<file path="config.mk">
export PLATFORM = sky130hd
export DESIGN_NAME = uart_tx_fifo
export DESIGN_NICKNAME = d
export VERILOG_FILES = /design/src/rtl/uart_tx_fifo.sv
export SDC_FILE = /design/constraint.sdc
export NUM_CORES = 1
export LEC_CHECK = 0
export ABC_CLOCK_PERIOD_IN_PS = 7200
export CAP_MARGIN = 25
export CORE_ASPECT_RATIO = 1.75
export CORE_MARGIN = 2
export CORE_UTILIZATION = 50
export DETAILED_ROUTE_END_ITERATION = 10
export PLACE_DENSITY = 0.7
export SLEW_MARGIN = 20
export SYNTH_ARGS = -nofsm -noshare
export SYNTH_HDL_FRONTEND = slang
export SYNTH_SLANG_ARGS = --single-unit
</file>
<file path="constraint.sdc">
create_clock -name clk -period 7.2 [get_ports clk]
set_input_delay 1.08 -clock clk [delete_from_list [all_inputs] [get_ports clk]]
set_output_delay 1.08 -clock clk [all_outputs]
set_load 0.03 [all_outputs]
</file>
<file path="src/rtl/uart_tx_fifo.sv">
// uart_tx_fifo: FIFO-buffered UART transmitter; the frame format and divisor are latched at each frame start.
// Define UART_TX_CTS_EN to add a synchronised active-low cts_n input that gates frame starts.
module uart_tx_fifo #(
    parameter int DATA_W     = 8,
    parameter int FIFO_DEPTH = 8,
    parameter int DIV_W      = 16
) (
    input  logic                        clk,
    input  logic                        rst_n,
    input  logic                        wr_valid,
    output logic                        wr_ready,
    input  logic [DATA_W-1:0]           wr_data,
    input  logic                        tx_en,
    input  logic                        parity_en,
    input  logic                        parity_odd,
    input  logic                        two_stop,
    input  logic [DIV_W-1:0]            baud_div,
`ifdef UART_TX_CTS_EN
    input  logic                        cts_n,
`endif
    output logic                        tx_out,
    output logic                        busy,
    output logic [$clog2(FIFO_DEPTH):0] fifo_count,
    output logic                        fifo_full,
    output logic                        fifo_empty
);
    localparam int AW = $clog2(FIFO_DEPTH);
    localparam int BW = $clog2(DATA_W);

    typedef enum logic [2:0] {IDLE, START, DATA, PARITY, STOP} state_t;

    logic [DATA_W-1:0] mem [FIFO_DEPTH];
    logic [AW-1:0]     rd_ptr, wr_ptr;
    logic              push, pop, cts_ok, start_ok, bit_end;
    state_t            state, state_n;
    logic [DIV_W-1:0]  baud_cnt, baud_n, div_r;
    logic [BW-1:0]     bit_cnt, bit_n;
    logic [DATA_W-1:0] shift, shift_n;
    logic              tx_n, par_en_r, two_stop_r, par_r;

    assign fifo_full  = fifo_count == (AW+1)'(FIFO_DEPTH);
    assign fifo_empty = fifo_count == '0;
    assign wr_ready   = !fifo_full;
    assign push       = wr_valid && !fifo_full;

    always_ff @(posedge clk)
        if (push) mem[wr_ptr] <= wr_data;

    always_ff @(posedge clk or negedge rst_n)
        if (!rst_n) begin
            rd_ptr     <= '0;
            wr_ptr     <= '0;
            fifo_count <= '0;
        end else begin
            wr_ptr     <= wr_ptr + AW'(push);
            rd_ptr     <= rd_ptr + AW'(pop);
            fifo_count <= fifo_count + (AW+1)'(push) - (AW+1)'(pop);
        end

`ifdef UART_TX_CTS_EN
    logic [1:0] cts_s;
    // Reset to "not clear" so nothing starts before the line has been sampled.
    always_ff @(posedge clk or negedge rst_n)
        if (!rst_n) cts_s <= 2'b11;
        else cts_s <= {cts_s[0], cts_n};
    assign cts_ok = !cts_s[1];
`else
    assign cts_ok = 1'b1;
`endif

    assign start_ok = !fifo_empty && tx_en && cts_ok;
    assign bit_end  = baud_cnt == div_r;
    assign busy     = state != IDLE;

    always_ff @(posedge clk or negedge rst_n)
        if (!rst_n) begin
            state      <= IDLE;
            baud_cnt   <= '0;
            bit_cnt    <= '0;
            shift      <= '0;
            div_r      <= '0;
            par_en_r   <= 1'b0;
            two_stop_r <= 1'b0;
            par_r      <= 1'b0;
            tx_out     <= 1'b1;
        end else begin
            state    <= state_n;
            baud_cnt <= baud_n;
            bit_cnt  <= bit_n;
            shift    <= shift_n;
            tx_out   <= tx_n;
            if (pop) begin
                div_r      <= baud_div;
                par_en_r   <= parity_en;
                two_stop_r <= two_stop;
                par_r      <= ^mem[rd_ptr] ^ parity_odd;
            end
        end

    always_comb begin
        state_n = state;
        baud_n  = bit_end ? '0 : baud_cnt + 1'b1;
        bit_n   = bit_cnt;
        shift_n = shift;
        tx_n    = tx_out;
        pop     = 1'b0;
        case (state)
            IDLE: begin
                baud_n = '0;
                tx_n   = 1'b1;
                pop    = start_ok;
            end
            START: if (bit_end) begin
                state_n = DATA;
                tx_n    = shift[0];
                bit_n   = '0;
            end
            DATA: if (bit_end) begin
                if (bit_cnt == BW'(DATA_W-1)) begin
                    state_n = par_en_r ? PARITY : STOP;
                    tx_n    = par_en_r ? par_r : 1'b1;
                    bit_n   = '0;
                end else begin
                    shift_n = shift >> 1;
                    tx_n    = shift[1];
                    bit_n   = bit_cnt + 1'b1;
                end
            end
            PARITY: if (bit_end) begin
                state_n = STOP;
                tx_n    = 1'b1;
            end
            STOP: if (bit_end) begin
                // bit_cnt counts stop bits here; a pending word chains straight into its start bit.
                if (two_stop_r && bit_cnt == '0) bit_n = BW'(1);
                else if (start_ok) pop = 1'b1;
                else state_n = IDLE;
            end
            default: state_n = IDLE;
        endcase
        if (pop) begin
            state_n = START;
            baud_n  = '0;
            shift_n = mem[rd_ptr];
            tx_n    = 1'b0;
        end
    end
endmodule

</file>
==> impl_metrics.py, run 1 <==
metrics = {
    "yosys": {
        "synth_cell_type_count": 42,
        "ys_top_cells_by_area": "edfxtp_1, dfrtp_1, mux4_2",
        "syn_area_per_cell_um2": 14.3,
        "synth_area_leader_cell": "edfxtp_1",
        "synth_edf_count": 64,
        "ys_ff_latch": 124,
        "synth-main-ff-cell": "edfxtp_1",
        "ys_warn_count": 0,
        "syn_nets": 427,
        "synthArstFlopShare_pct": 48.4,
        "netlist_instances": 381,
        "yosysSeqAreaShare_pct": 62.6,
        "syn_area_um2": 5470,
        "synth_top_area_share_pct": 35.2,
    },
    "timing": {
        "finClkSkew_ns": 0.00669,
        "fin_crit_sh_pct": 52.6,
        "relSlewSlack_pct": 33.1,
        "hold_viol_final": 0,
        "min_period_ns": 3.79,
        "rsz0062_at_grt": "no",
        "drv_slew": 0,
        "fmax_ghz": 0.264,
        "finalSetupTns_ns": 0,
        "finalSetupViolations": 0,
        "setup_slack_ns": 3.41,
        "worst_pin_slew_ns": 1.00,
    },
    "cells_and_area": {
        "fin_nets": 474,
        "post-route-util_pct": 60.9,
        "multiInputGateArea_um2": 1920,
        "mostFrequentLayoutCells": "edfxtp_1, dfrtp_1, nor2_1, clkdlybuf4s50_1, xor2_1",
        "antenna_cells": 0,
        "nFillCells": 829,
        "layout-drive-gt1-share_pct": 13.0,
        "stdcell_count": 569,
        "syn_to_final_growth_pct": 19.1,
        "regArea_um2": 3420,
        "final_common_cell": "edfxtp_1",
    },
    "clock_network": {
        "numClockSinks": 124,
        "post_cts_buffers": 0,
        "clock_latency_ns": 0.40,
        "cts_resized": 0,
        "cts_root_buf": "clkbuf_16",
        "cts_tree": "done",
        "htree_levels": 4,
        "clock_path_buffers": 2,
        "numCtsBuffers": 17,
        "cts-hold-fix-buffers": 0,
        "clkTransAtPathRegs_ns": 0.05,
    },
    "place": {
        "dp_slack_ns": 3.38,
        "gp_congestion": 0.832,
        "dp_cells": 539,
        "portBuffers": 39,
        "hpwl_mm": 6.67,
    },
    "routing": {
        "vias_per_cell": 5.47,
        "wire_per_inst_um": 17.3,
        "drt-total-wl_mm": 9.83,
        "drtIter0Drc": 152,
        "first_pass_iters": 5,
        "postRouteAntennaNets": 0,
        "remaining_drc_errors": 0,
        "vias": 3111,
    },
    "floorplanning": {
        "dieArea_um2": 11800,
        "io_pins": 40,
        "die_h_um": 142,
        "die_w_um": 83.0,
        "std_cell_rows": 50,
        "core_um2": 10700,
        "start_util_pct": 51.1,
    },
    "worst_setup_path": {
        "cp_max_fo": 34,
        "criticalPathCategory": "reg -> reg",
        "critPathCaptureType": "register",
        "worstPathRequired_ns": 7.49,
        "crit_chain": "xor2_1 > nor4_1 > nand4_1 > or2_1 > a2111o_1 > clkinv_2 > ha_1 > inv_1 > ha_1 > inv_1 > fa_1 > xnor2_1",
        "critical-path-max-stage-delay_ns": 0.51,
        "worstPathArrival_ns": 4.07,
        "cpMaxStageDelayCell": "a2111o_1",
        "start_kind": "register",
    },
    "power": {
        "p_clk_share_pct": 28.4,
        "ir_drop_mv": 0.261,
        "p_int_mw": 1.87,
        "swShare_pct": 31.8,
        "switchingPower_mw": 0.873,
        "pwr-share-seq_pct": 40.0,
        "p_leak_nw": 2.59,
        "combPwrFrac_pct": 31.6,
        "powerDensity_nw_per_um2": 422,
    },
    "global_routing": {
        "grt_pass1_vias": 3294,
        "antenna_found_initial": 0,
        "grt_pass1_wl_mm": 16.3,
        "grt_usage_pct": 18.2,
        "grt_max_degree": 61,
        "grt-ovfl-total": 0,
    },
    "run": {
        "maxCapViolCount": 0,
    },
    "outcome": {
        "status": "finished, final reports clean",
    },
    "hold_path": {
        "min_path_type": "reg -> reg",
    },
}
[power by group through the flow]
stage / clock network (mW) / registers (mW) / logic, mW
6_report: 0.780 / 1.10 / 0.868
5_1_grt: 0.824 / 1.12 / 0.971
4_1_cts: 0.793 / 1.10 / 0.882
3_5_place_dp: 0 / 1.11 / 0.875
3_3_place_gp: 0 / 1.12 / 0.827
2_1_floorplan: 0 / 1.05 / 0.694
[area by class of cell]
cell class,count,share of cell area (%)
multi-input combinational,229,29.5
sequential,124,52.6
inverter,15,0.884
clock buffer,19,6.65
timing repair buffer,41,6.27
tap,130,2.50
clock inverter,11,1.60
[stage by stage]
stage               area, um^2  hold WS, ns  power (mW)
finish                    6510        0.484        2.75
detailed placement        5970        0.479        1.99
floorplan                 5470        0.458        1.74
CTS                       6510        0.491        2.78
global route              6510        0.524        2.92
global placement          5960        0.476        1.95
[kinds of logic (layout without fill, tap and decap cells)]
logic type,after synthesis,count (layout),share of synthesized area (%)
and+or+nand+nor,93,93,7.71
adders and majority gates,15,15,3.57
DFF,124,124,62.6
xor gates and xnor gates,43,43,6.89
buffers and inverters,28,86,2.40
muxes,52,52,13.8
AOI/OAI and AO/OA,26,26,2.98
[worst paths after layout]
check                                  start             to  slack (ns)  cells after the start
worst max-delay path            baud_cnt[11]  fifo_count[2]        3.41                     12
worst min-delay path              two_stop_r     two_stop_r        0.48                      1
worst max register to register  baud_cnt[11]  fifo_count[2]        3.41                     12
worst min register to register    two_stop_r     two_stop_r        0.48                      1
max in group asynchronous              rst_n       div_r[9]        5.88                      2
min in group asynchronous              rst_n     bit_cnt[0]        0.82                      2
[routing by layer]
metal	vias up	global-route usage [%]	part of all wire, %
li1	1467	-	-
met1	1565	18.4	38
met2	58	33.7	57
met3	21	5.16	3.1
met4	0	9.15	2.4
met5	-	0	0
[registers in the layout (all words and copies together) (netlist names)]
| signal | count |
|---|---|
| par_r | 1 |
| fifo_count | 4 |
| div_r | 16 |
| tx_out | 1 |
| shift | 8 |
| baud_cnt | 16 |
| bit_cnt | 3 |
| rd_ptr | 3 |
| mem | 64 |
| wr_ptr | 3 |
| two_stop_r | 1 |
| state | 3 |
| par_en_r | 1 |
[Yosys cell counts, types with 3 or more instances]
| master | number |
|---|---|
| and3_1 | 6 |
| mux2i_1 | 9 |
| ha_1 | 14 |
| dfrtp_1 | 59 |
| nor3_1 | 3 |
| inv_1 | 14 |
| nand2_1 | 19 |
| edfxtp_1 | 64 |
| nor4_1 | 4 |
| nand3_1 | 11 |
| nand2b_1 | 4 |
| mux2_2 | 10 |
| nor2_1 | 38 |
| xnor2_1 | 14 |
| or3_1 | 3 |
| mux2_1 | 17 |
| o21ai_0 | 5 |
| clkbuf_1 | 7 |
| mux4_2 | 16 |
| xor2_1 | 29 |
| a21oi_1 | 10 |
[critical path, delay by kind of cell, from the launching register on]
| family | cells | cell delay, ns |
|---|---|---|
| and+or+nand+nor | 3 | 1.02 |
| adders and majority gates | 3 | 0.86 |
| buffers and inverters | 3 | 0.54 |
| AOI/OAI and AO/OA | 1 | 0.51 |
| DFF | 1 | 0.43 |
| xor gates and xnor gates | 2 | 0.30 |
No activity file was read; power rests on OpenSTA's default activity.
==> run 2, diff against run 1 <==
Settings changed: ABC_CLOCK_PERIOD_IN_PS 7200 to 3000, PLACE_DENSITY 0.7 to 0.72.
Clock period 7.2 ns to 3 ns, I/O delays scaled along.
==> impl_metrics.py, run 2 (synthesized netlist as in run 1, its figures left out) <==
metrics = {
    "hold_path": {
        "min_path_type": "in -> async",
    },
    "timing": {
        "relSlewSlack_pct": 47.6,
        "rsz0062_at_grt": "yes",
        "hold_ws_ns": 0.122,
        "finClkSkew_ns": 0.00765,
        "fmax_ghz": 0.350,
        "finalSetupTns_ns": 0,
        "worst_pin_slew_ns": 0.786,
        "setup_slack_ns": 0.146,
        "hold_viol_final": 0,
        "fin_crit_sh_pct": 95.1,
        "finalSetupViolations": 0,
        "drv_slew": 0,
        "min_period_ns": 2.85,
    },
    "cells_and_area": {
        "largest_reg_flops": 64,
        "mostFrequentLayoutCells": "edfxtp_1, dfrtp_1, nor2_1, clkdlybuf4s50_1, xor2_1",
        "stdcell_area_um2": 6740,
        "final_common_cell": "edfxtp_1",
        "largest_register": "mem",
        "layout-drive-gt1-share_pct": 20.0,
        "antenna_cells": 0,
        "fin_nets": 494,
        "stdcell_count": 591,
        "reg_top3": "mem: 64 flops, baud_cnt: 16 flops, div_r: 16 flops",
        "nFillCells": 810,
        "syn_to_final_growth_pct": 23.3,
    },
    "routing": {
        "wire_per_inst_um": 17.1,
        "vias": 3153,
        "drtIter0Drc": 95,
        "first_pass_iters": 4,
        "drt-total-wl_mm": 10.1,
        "vias_per_cell": 5.34,
        "postRouteAntennaNets": 0,
        "remaining_drc_errors": 0,
    },
    "clock_network": {
        "clkTransAtPathRegs_ns": 0.06,
        "htree_levels": 4,
        "clock_latency_ns": 0.41,
        "cts_root_buf": "clkbuf_16",
        "cts_tree": "done",
        "numCtsBuffers": 17,
        "numClockSinks": 124,
        "clock_path_buffers": 2,
    },
    "floorplanning": {
        "core_um2": 10700,
        "die_w_um": 83.0,
        "io_pins": 40,
        "dieArea_um2": 11800,
        "std_cell_rows": 50,
        "start_util_pct": 51.1,
        "die_h_um": 142,
    },
    "worst_setup_path": {
        "critPathCaptureType": "register",
        "start_kind": "register",
        "worstPathArrival_ns": 3.15,
        "cpMaxStageDelayCell": "a2111o_1",
        "r2r_start": "baud_cnt[9]",
        "path_buf_inv": 3,
        "cp-startpoint": "baud_cnt[9]",
        "critical-path-max-stage-delay_ns": 0.39,
        "worstPathRequired_ns": 3.30,
        "cp_top_family": "simple AND/OR/NAND/NOR gates",
        "crit_chain": "xor2_1 > nor4_2 > nand4_1 > or2_1 > a2111o_1 > clkinv_2 > ha_4 > inv_2 > ha_4 > inv_2 > fa_1 > xnor2_1",
        "criticalPathCategory": "reg -> reg",
        "cp_max_fo": 2,
    },
    "place": {
        "gp_congestion": 0.843,
        "portBuffers": 39,
        "dp_slack_ns": 0.00795,
        "dp_cells": 557,
        "placed_cell_area_um2": 6130,
        "hpwl_mm": 6.95,
    },
    "global_routing": {
        "antenna_found_initial": 0,
        "grt_pass1_vias": 3339,
        "grt_usage_pct": 18.4,
        "grt_max_degree": 34,
        "grt_pass1_wl_mm": 16.5,
        "grt-ovfl-total": 0,
    },
    "power": {
        "ir_drop_mv": 0.646,
        "p_leak_nw": 2.71,
        "powerDensity_nw_per_um2": 1010,
    },
    "outcome": {
        "status": "finished, final reports clean",
    },
    "run": {
        "maxCapViolCount": 0,
    },
}
-- run 2: stage by stage --
step	total power [mW]	util, %
2_1_floorplan	4.21	-
3_3_place_gp	4.78	57.3
3_5_place_dp	4.86	57.3
4_1_cts	6.86	62.7
5_1_grt	7.21	63.0
6_report	6.79	63.0
-- run 2: report_power, final --
group | internal [mW] | leakage, nW | total (mW) | switching (mW)
combinational | 1.13 | 1.11 | 2.20 | 1.07
sequential | 2.24 | 1.32 | 2.63 | 0.385
clock | 1.16 | 0.274 | 1.96 | 0.798
total | 4.54 | 2.71 | 6.79 | 2.25
-- run 2: what timing repair did --
action / in CTS / in global routing
setup endpoints to repair: 1 / 3
resized for setup: 1 / 3
pin swaps: 0 / 3
hold buffers: 0 / 0
buffers inserted: 0 / 2
-- run 2: per-layer routing --
| metal | track usage (%) | wire (um) | share of wire (%) |
|---|---|---|---|
| met5 | 0 | 0 | 0 |
| met3 | 5.34 | 327 | 3.2 |
| met4 | 6.30 | 156 | 1.5 |
| met2 | 34.7 | 5730 | 57 |
| met1 | 19.2 | 3870 | 38 |
-- run 2: path summary, 6_finish.rpt --
check	slack [ns]	endpoint	depth (start not counted)
max	0.15	fifo_count[2]	12
min	0.12	two_stop_r	1
max reg2reg	0.15	fifo_count[2]	12
min reg2reg	0.48	two_stop_r	1
max in group asynchronous	2.12	tx_out	2
min in group clk	0.48	two_stop_r	1
-- run 2: final cells by class --
cell class / instances / area [um^2] / area share [%]
inverter: 15 / 57.6 / 0.854
timing repair buffer: 61 / 563 / 8.35
clock buffer: 17 / 425 / 6.31
sequential: 124 / 3430 / 50.8
tap: 130 / 163 / 2.41
clock inverter: 15 / 151 / 2.25
multi-input combinational: 229 / 1950 / 29.0
